**config.mk**
```make
export PLATFORM = sky130hd
export DESIGN_NAME = core_scoreboard
export DESIGN_NICKNAME = d
export VERILOG_FILES = /design/src/rtl/core_scoreboard.sv
export SDC_FILE = /design/constraint.sdc
export NUM_CORES = 1
export LEC_CHECK = 0
export ABC_AREA = 0
export CAP_MARGIN = 10
export CELL_PAD_IN_SITES_DETAIL_PLACEMENT = 2
export CELL_PAD_IN_SITES_GLOBAL_PLACEMENT = 2
export CORE_ASPECT_RATIO = 1.25
export CORE_MARGIN = 5
export CORE_UTILIZATION = 30
export CTS_CLUSTER_SIZE = 16
export DETAILED_ROUTE_END_ITERATION = 7
export GPL_TIMING_DRIVEN = 0
export PLACE_DENSITY_LB_ADDON = 0.1
export SLEW_MARGIN = 10
export SYNTH_ARGS = -nofsm -noshare
export SYNTH_HDL_FRONTEND = slang
export SYNTH_SLANG_ARGS = --single-unit
```
**constraint.sdc**
```tcl
create_clock -name CLK -period 9.4 [get_ports CLK]
set_clock_uncertainty 0.1 [all_clocks]
set_input_delay 1.88 -clock CLK [delete_from_list [all_inputs] [get_ports CLK]]
set_output_delay 1.88 -clock CLK [all_outputs]
set_load 0.005 [all_outputs]
```
**src/rtl/core_scoreboard.sv**
```systemverilog
// Issue-side hazard controller: tracks in-flight x/f destinations, holds issue on RAW/WAW/full, drains before fences.
// Optional build macro CORE_SB_BYPASS_EN: a source cleared by writeback in the same cycle is not a RAW hazard.
module core_scoreboard #(
  parameter int unsigned MAX_INFLIGHT = 8,
  parameter int unsigned CNT_W        = 4
) (
  input  logic             CLK,
  input  logic             RST_N,
  input  logic             ISSUE_VALID,
  output logic             ISSUE_READY,
  input  logic             ISSUE_FENCE,
  input  logic             RS1_EN,
  input  logic             RS1_FP,
  input  logic [4:0]       RS1_NUM,
  input  logic             RS2_EN,
  input  logic             RS2_FP,
  input  logic [4:0]       RS2_NUM,
  input  logic             RD_EN,
  input  logic             FRD_EN,
  input  logic [4:0]       RD_NUM,
  input  logic             WB_VALID,
  input  logic [4:0]       WB_NUM,
  input  logic             FWB_VALID,
  input  logic [4:0]       FWB_NUM,
  output logic             STALL_RAW,
  output logic             STALL_WAW,
  output logic [CNT_W-1:0] INFLIGHT,
  output logic             SB_ERR
);

  localparam int unsigned NREG = 32;
  localparam int unsigned SUMW = CNT_W + 1;

  typedef enum logic {S_RUN, S_DRAIN} state_t;

  state_t            state, state_nxt;
  logic [NREG-1:0]   x_busy, f_busy;
  logic [NREG-1:0]   x_clr, f_clr, x_set, f_set;
  logic [NREG-1:0]   x_haz, f_haz;
  logic              rs1_haz, rs2_haz, raw, waw, full, fence_wait;
  logic              x_dst, has_dst, accept;
  logic              wb_hit_x, wb_hit_f, wb_err;
  logic [SUMW-1:0]   cnt_sum, cnt_dec;
  logic              underflow;
  logic [CNT_W-1:0]  cnt_nxt;

  // Writeback clear masks; x0 is never tracked
  always_comb begin
    x_clr = '0;
    f_clr = '0;
    if (WB_VALID && (WB_NUM != 5'd0)) x_clr[WB_NUM] = 1'b1;
    if (FWB_VALID)                    f_clr[FWB_NUM] = 1'b1;
  end

`ifdef CORE_SB_BYPASS_EN
  assign x_haz = x_busy & ~x_clr;
  assign f_haz = f_busy & ~f_clr;
`else
  assign x_haz = x_busy;
  assign f_haz = f_busy;
`endif

  assign rs1_haz    = RS1_EN && (RS1_FP ? f_haz[RS1_NUM] : ((RS1_NUM != 5'd0) && x_haz[RS1_NUM]));
  assign rs2_haz    = RS2_EN && (RS2_FP ? f_haz[RS2_NUM] : ((RS2_NUM != 5'd0) && x_haz[RS2_NUM]));
  assign raw        = rs1_haz || rs2_haz;
  assign waw        = (RD_EN && x_busy[RD_NUM]) || (FRD_EN && f_busy[RD_NUM]);
  assign x_dst      = RD_EN && (RD_NUM != 5'd0);
  assign has_dst    = x_dst || FRD_EN;
  assign full       = (INFLIGHT == CNT_W'(MAX_INFLIGHT)) && has_dst;
  assign fence_wait = ISSUE_FENCE && (INFLIGHT != '0);

  // Next-state logic
  always_comb begin
    state_nxt = state;
    case (state)
      S_RUN:   if (ISSUE_VALID && fence_wait) state_nxt = S_DRAIN;
      S_DRAIN: if (INFLIGHT == '0)            state_nxt = S_RUN;
      default: state_nxt = S_RUN;
    endcase
  end

  // Output logic
  always_comb begin
    ISSUE_READY = 1'b0;
    if (state == S_RUN) ISSUE_READY = !raw && !waw && !full && !fence_wait;
  end

  assign accept = ISSUE_VALID && ISSUE_READY;

  always_comb begin
    x_set = '0;
    f_set = '0;
    if (accept && x_dst)  x_set[RD_NUM] = 1'b1;
    if (accept && FRD_EN) f_set[RD_NUM] = 1'b1;
  end

  assign wb_hit_x = WB_VALID && (WB_NUM != 5'd0) && x_busy[WB_NUM];
  assign wb_hit_f = FWB_VALID && f_busy[FWB_NUM];
  assign wb_err   = (WB_VALID && (WB_NUM != 5'd0) && !x_busy[WB_NUM]) ||
                    (FWB_VALID && !f_busy[FWB_NUM]);

  // Net in-flight update: old + issue - wb - fwb
  assign cnt_sum   = SUMW'(INFLIGHT) + SUMW'(accept && has_dst);
  assign cnt_dec   = SUMW'(wb_hit_x) + SUMW'(wb_hit_f);
  assign underflow = cnt_sum < cnt_dec;
  assign cnt_nxt   = underflow ? '0 : CNT_W'(cnt_sum - cnt_dec);

  always_ff @(posedge CLK) begin
    if (!RST_N) state <= S_RUN;
    else        state <= state_nxt;
  end

  // Busy bits (set wins over same-cycle clear), count, stall flags, sticky error
  always_ff @(posedge CLK) begin
    if (!RST_N) begin
      x_busy    <= '0;
      f_busy    <= '0;
      INFLIGHT  <= '0;
      STALL_RAW <= 1'b0;
      STALL_WAW <= 1'b0;
      SB_ERR    <= 1'b0;
    end else begin
      x_busy    <= (x_busy & ~x_clr) | x_set;
      f_busy    <= (f_busy & ~f_clr) | f_set;
      INFLIGHT  <= cnt_nxt;
      STALL_RAW <= ISSUE_VALID && !ISSUE_READY && raw;
      STALL_WAW <= ISSUE_VALID && !ISSUE_READY && waw;
      if (wb_err || underflow) SB_ERR <= 1'b1;
    end
  end

endmodule

```
==> summary.md, run 1 <==
| Metric | Value |
|---|---|
| DIE WIDTH | 137 um |
| Share of async-settable or async-resettable flops after synthesis | 0% |
| Postcts setup bufs | 0 |
| Cell count after synthesis | 650 |
| P_leak | 0.00226 uW |
| GPL Wtd Cong | between 0.8 and 0.9 |
| TritonCTS clock tree | built |
| CP Data Required Time | 7420 ps |
| CP max-delay cell | clkdlybuf4s50_1 |
| Nets@finish | 739 |
| Sequential Power Share | 36.3% |
| Fin. max-slew vios | 0 |
| First-pass GRT wire length | 42,000 um |
| HP Class | reg2reg |
| Clk_lat worst skew | 360 ps |
| RSZ-0062 raised after global routing | no |
| Ant diodes | 0 |
| Worst Hold Path EP | SB_ERR$_SDFFE_PN0P_ |
| Final Core Density | 35.2% |
| CORE AREA | approximately 20,000 um2 |
| Post-synthesis sequential area ratio | 23.8% |
| Slowest stage delay, CP | 690 ps |
| Final period util | 77.4% |
| EDFF count, synth | 0 |
| Initial DRC Count | 373 |
| Number of gates resized after cts | 0 |
| Critical Path Start Type | primary input |
| Via density | ~6 |
| DRT Pass-1 Iters | 4 |
| Combinational share of power | 23.7% |
| Post-DP HPWL | 21,800 um |
| Peak VDD IR | just under 0.09 mV |
| Synthesized area | 6050 um2 |
| Total Die Area | 23,100 um2 |
| Pin count of the biggest net entering global routing | 14 |
| Max Buffers Root-to-Sink | 2 |
| Ranking of synthesized cells by area | dfxtp_1, mux4_2, o211ai_1, mux2i_1, o31ai_2 |
| Flop2flop setup slack | 4730 ps |
| Clock transition at path regs | 70 ps |
| Site Rows | 58 |
| Routed Antenna Nets | 0 |
| Seq cells post-synth | 72 |
| Share of cells above drive strength 1 | 18.5% |
| R2r worst-path depth | 14 |
| Top cell type's share of synthesized area | 23.8% |
| Sw Share | a little over a third |
| Synth Flop Type | dfxtp_1 |
| Setup crit start | RD_NUM[2] |
| Placed insts | 955 |
| Hold Path Depth | 2 |
| IO buf count | 35 |
| Minimum clock period | 7270 ps |
| Power Density | 124 nW/um2 |
| Hold Vio Cnt, Final | 0 |
| Crit Path Max Fanout | 10 |
| Hold_buf cts | 0 |
| Max-cap viol count | 0 |
| Internal power | 561 uW |
| Post-Layout Cell Count | 971 |
| Number of global-route vias before repair | 6,537 |
| Initial core utilization | around 30% |
| Worst slew pin tran | 1130 ps |
| Top-count cell post-synth | dfxtp_1 |
| Worst r2r dst | INFLIGHT[2]$_SDFF_PP0_ |
| Total gr overflow | 0 |
| FMAX | between 0.1 and 0.15 GHz |
| Leading area contributor after synthesis | dfxtp_1 |
| Setup_tns | 0 ps |
| Worst Hold Launch | SB_ERR$_SDFFE_PN0P_ |
| Worst setup path category | in2out |
| Worst path arrival time | 5290 ps |
| Psw | roughly 310 uW |
| Routed wire per std cell | about 29 um |
| Post-synthesis cell type count | between 50 and 60 |
| Drt drc | 0 |
| Clock sink total | 72 |
| Outcome | complete, no violations |
| Htree depth | 3 |
| Top cells by count, synth | dfxtp_1, o211ai_1, mux4_2, nor2_1, o31ai_1 |
| Ys Warns | 0 |
| IO Pins | 45 |
| Post-synth net total | around 700 |
| Crit-path cells | clkdlybuf4s50_1, clkbuf_1, buf_1, o21ai_0, a41o_1, nand4b_1, buf_2, buf_2, nor2_1, clkdlybuf4s50_1 |
| Initial antenna violation count | 0 |
| Final setup vio count | 0 |
| Vias | 5,966 |
| CTS Buf Count | 9 |
| Area growth, synth to finish | 16.0% |
| Clock root buffer | clkbuf_16 |
| R2R Path Start | f_busy[23]$_SDFF_PN0_ |
| Worst Setup End Kind | primary output |
| Clock power share | 40.1% |
| Total track usage | 24.5% |
| WL final | 28,000 um |
| Die height | 169 um |
| Average size of a mapped cell | 9.31 um2 |
| Max-Slew Margin vs Limit | 23.7% |
[power groups by stage]
| stage | clock [uW] | sequential [uW] | combinational [uW] |
|---|---|---|---|
| 6_report | 348 | 315 | 206 |
| 5_1_grt | 360 | 316 | 221 |
| 4_1_cts | 348 | 315 | 207 |
| 3_5_place_dp | 0 | 322 | 207 |
| 3_3_place_gp | 0 | 322 | 202 |
| 2_1_floorplan | 0 | 320 | 124 |
[how the worst max path moves through the flow]
stage / end / cells past startpoint / slack (ps)
floorplan: ISSUE_READY / 10 / 3490
global placement: ISSUE_READY / 10 / 2170
detailed placement: ISSUE_READY / 10 / 2130
CTS: ISSUE_READY / 10 / 2140
global route: ISSUE_READY / 11 / 1870
finish: ISSUE_READY / 10 / 2130
[layout make-up]
cell class,count,area [um2]
plain buffers,63,304
well taps,270,338
flip-flops and latches,72,1440
clock buffers,10,239
clock inverters,6,42.5
multi-input cells,488,4200
repair buffers,35,350
fillers,2235,12900
inverters,27,101
[per-stage QoR]
step                instance area [um2]  power (uW)  setup WS, ps  hold slack, ps
detailed placement                 6740         529          2130             394
global placement                   6740         524          2170             390
CTS                                7020         871          2140             402
floorplan                          6050         443          3490             343
global route                       7020         897          1870             407
finish                             7020         870          2130             398
[metal layers]
| metal | track usage (%) | vias up | part of all wire (%) |
|---|---|---|---|
| li1 | - | 2640 | - |
| met1 | 30.1 | 3132 | 41 |
| met2 | 42.9 | 134 | 52 |
| met3 | 2.59 | 60 | 3.2 |
| met4 | 10.8 | 0 | 4.1 |
| met5 | 0 | - | 0 |
[cells in the final DEF, fill, tap and decap left out, drive strengths merged, types with 29 or more instances in the layout]
cell and count:
dfxtp 72, o31ai 67, o211ai 64, mux4 46, clkbuf 45, nor2 44
nand2 39, or3 36, mux2i 36, clkdlybuf4s50 35, inv 29
[kinds of logic after synthesis]
group           Yosys count  synth area share, %
compound gates          189                 25.4
fa+ha+maj                 6                 1.37
buf+inv                  90                 6.70
simple gates            199                 17.5
mux                      90                 24.6
flops                    72                 23.8
xor+xnor                  4                0.579
[critical path, delay by kind of cell]
| family | cells | cell delay, ps |
|---|---|---|
| compound gates | 2 | 600 |
| buf+inv | 6 | 2590 |
| simple gates | 2 | 220 |
[state kept, by name (all words and copies together) (netlist names)]
signal	flops
f_busy	32
x_busy	32
INFLIGHT	4
SB_ERR	1
STALL_RAW	1
STALL_WAW	1
state	1
Power figures use the tool's default switching activity.
==> inputs of run 2 (changes only) <==
- clock period: 9.4 -> 7.2 ns (I/O delays scaled with it)
==> results of run 2 <==
The final DEF is identical to that of run 1. Status: complete, no violations.
Main changes from that run: setup slack after placement 2130 ps -> 684 ps; setup slack after layout 2130 ps -> 808 ps; register-to-register setup slack 4730 ps -> 2530 ps; total power 870 uW -> 1140 uW; worst IR drop on VDD 0.0893 mV -> 0.117 mV
==> inputs of run 3 (changes only) <==
- ABC_AREA: 0 -> unset
- CTS_CLUSTER_SIZE: 16 -> 12
- SLEW_MARGIN: 10 -> 5
==> results of run 3 <==
The final DEF is identical to that of run 1. Status: complete, no violations.
Main changes from that run: setup slack after placement 2130 ps -> 684 ps; setup slack after layout 2130 ps -> 808 ps; register-to-register setup slack 4730 ps -> 2530 ps; total power 870 uW -> 1140 uW; worst IR drop on VDD 0.0893 mV -> 0.117 mV
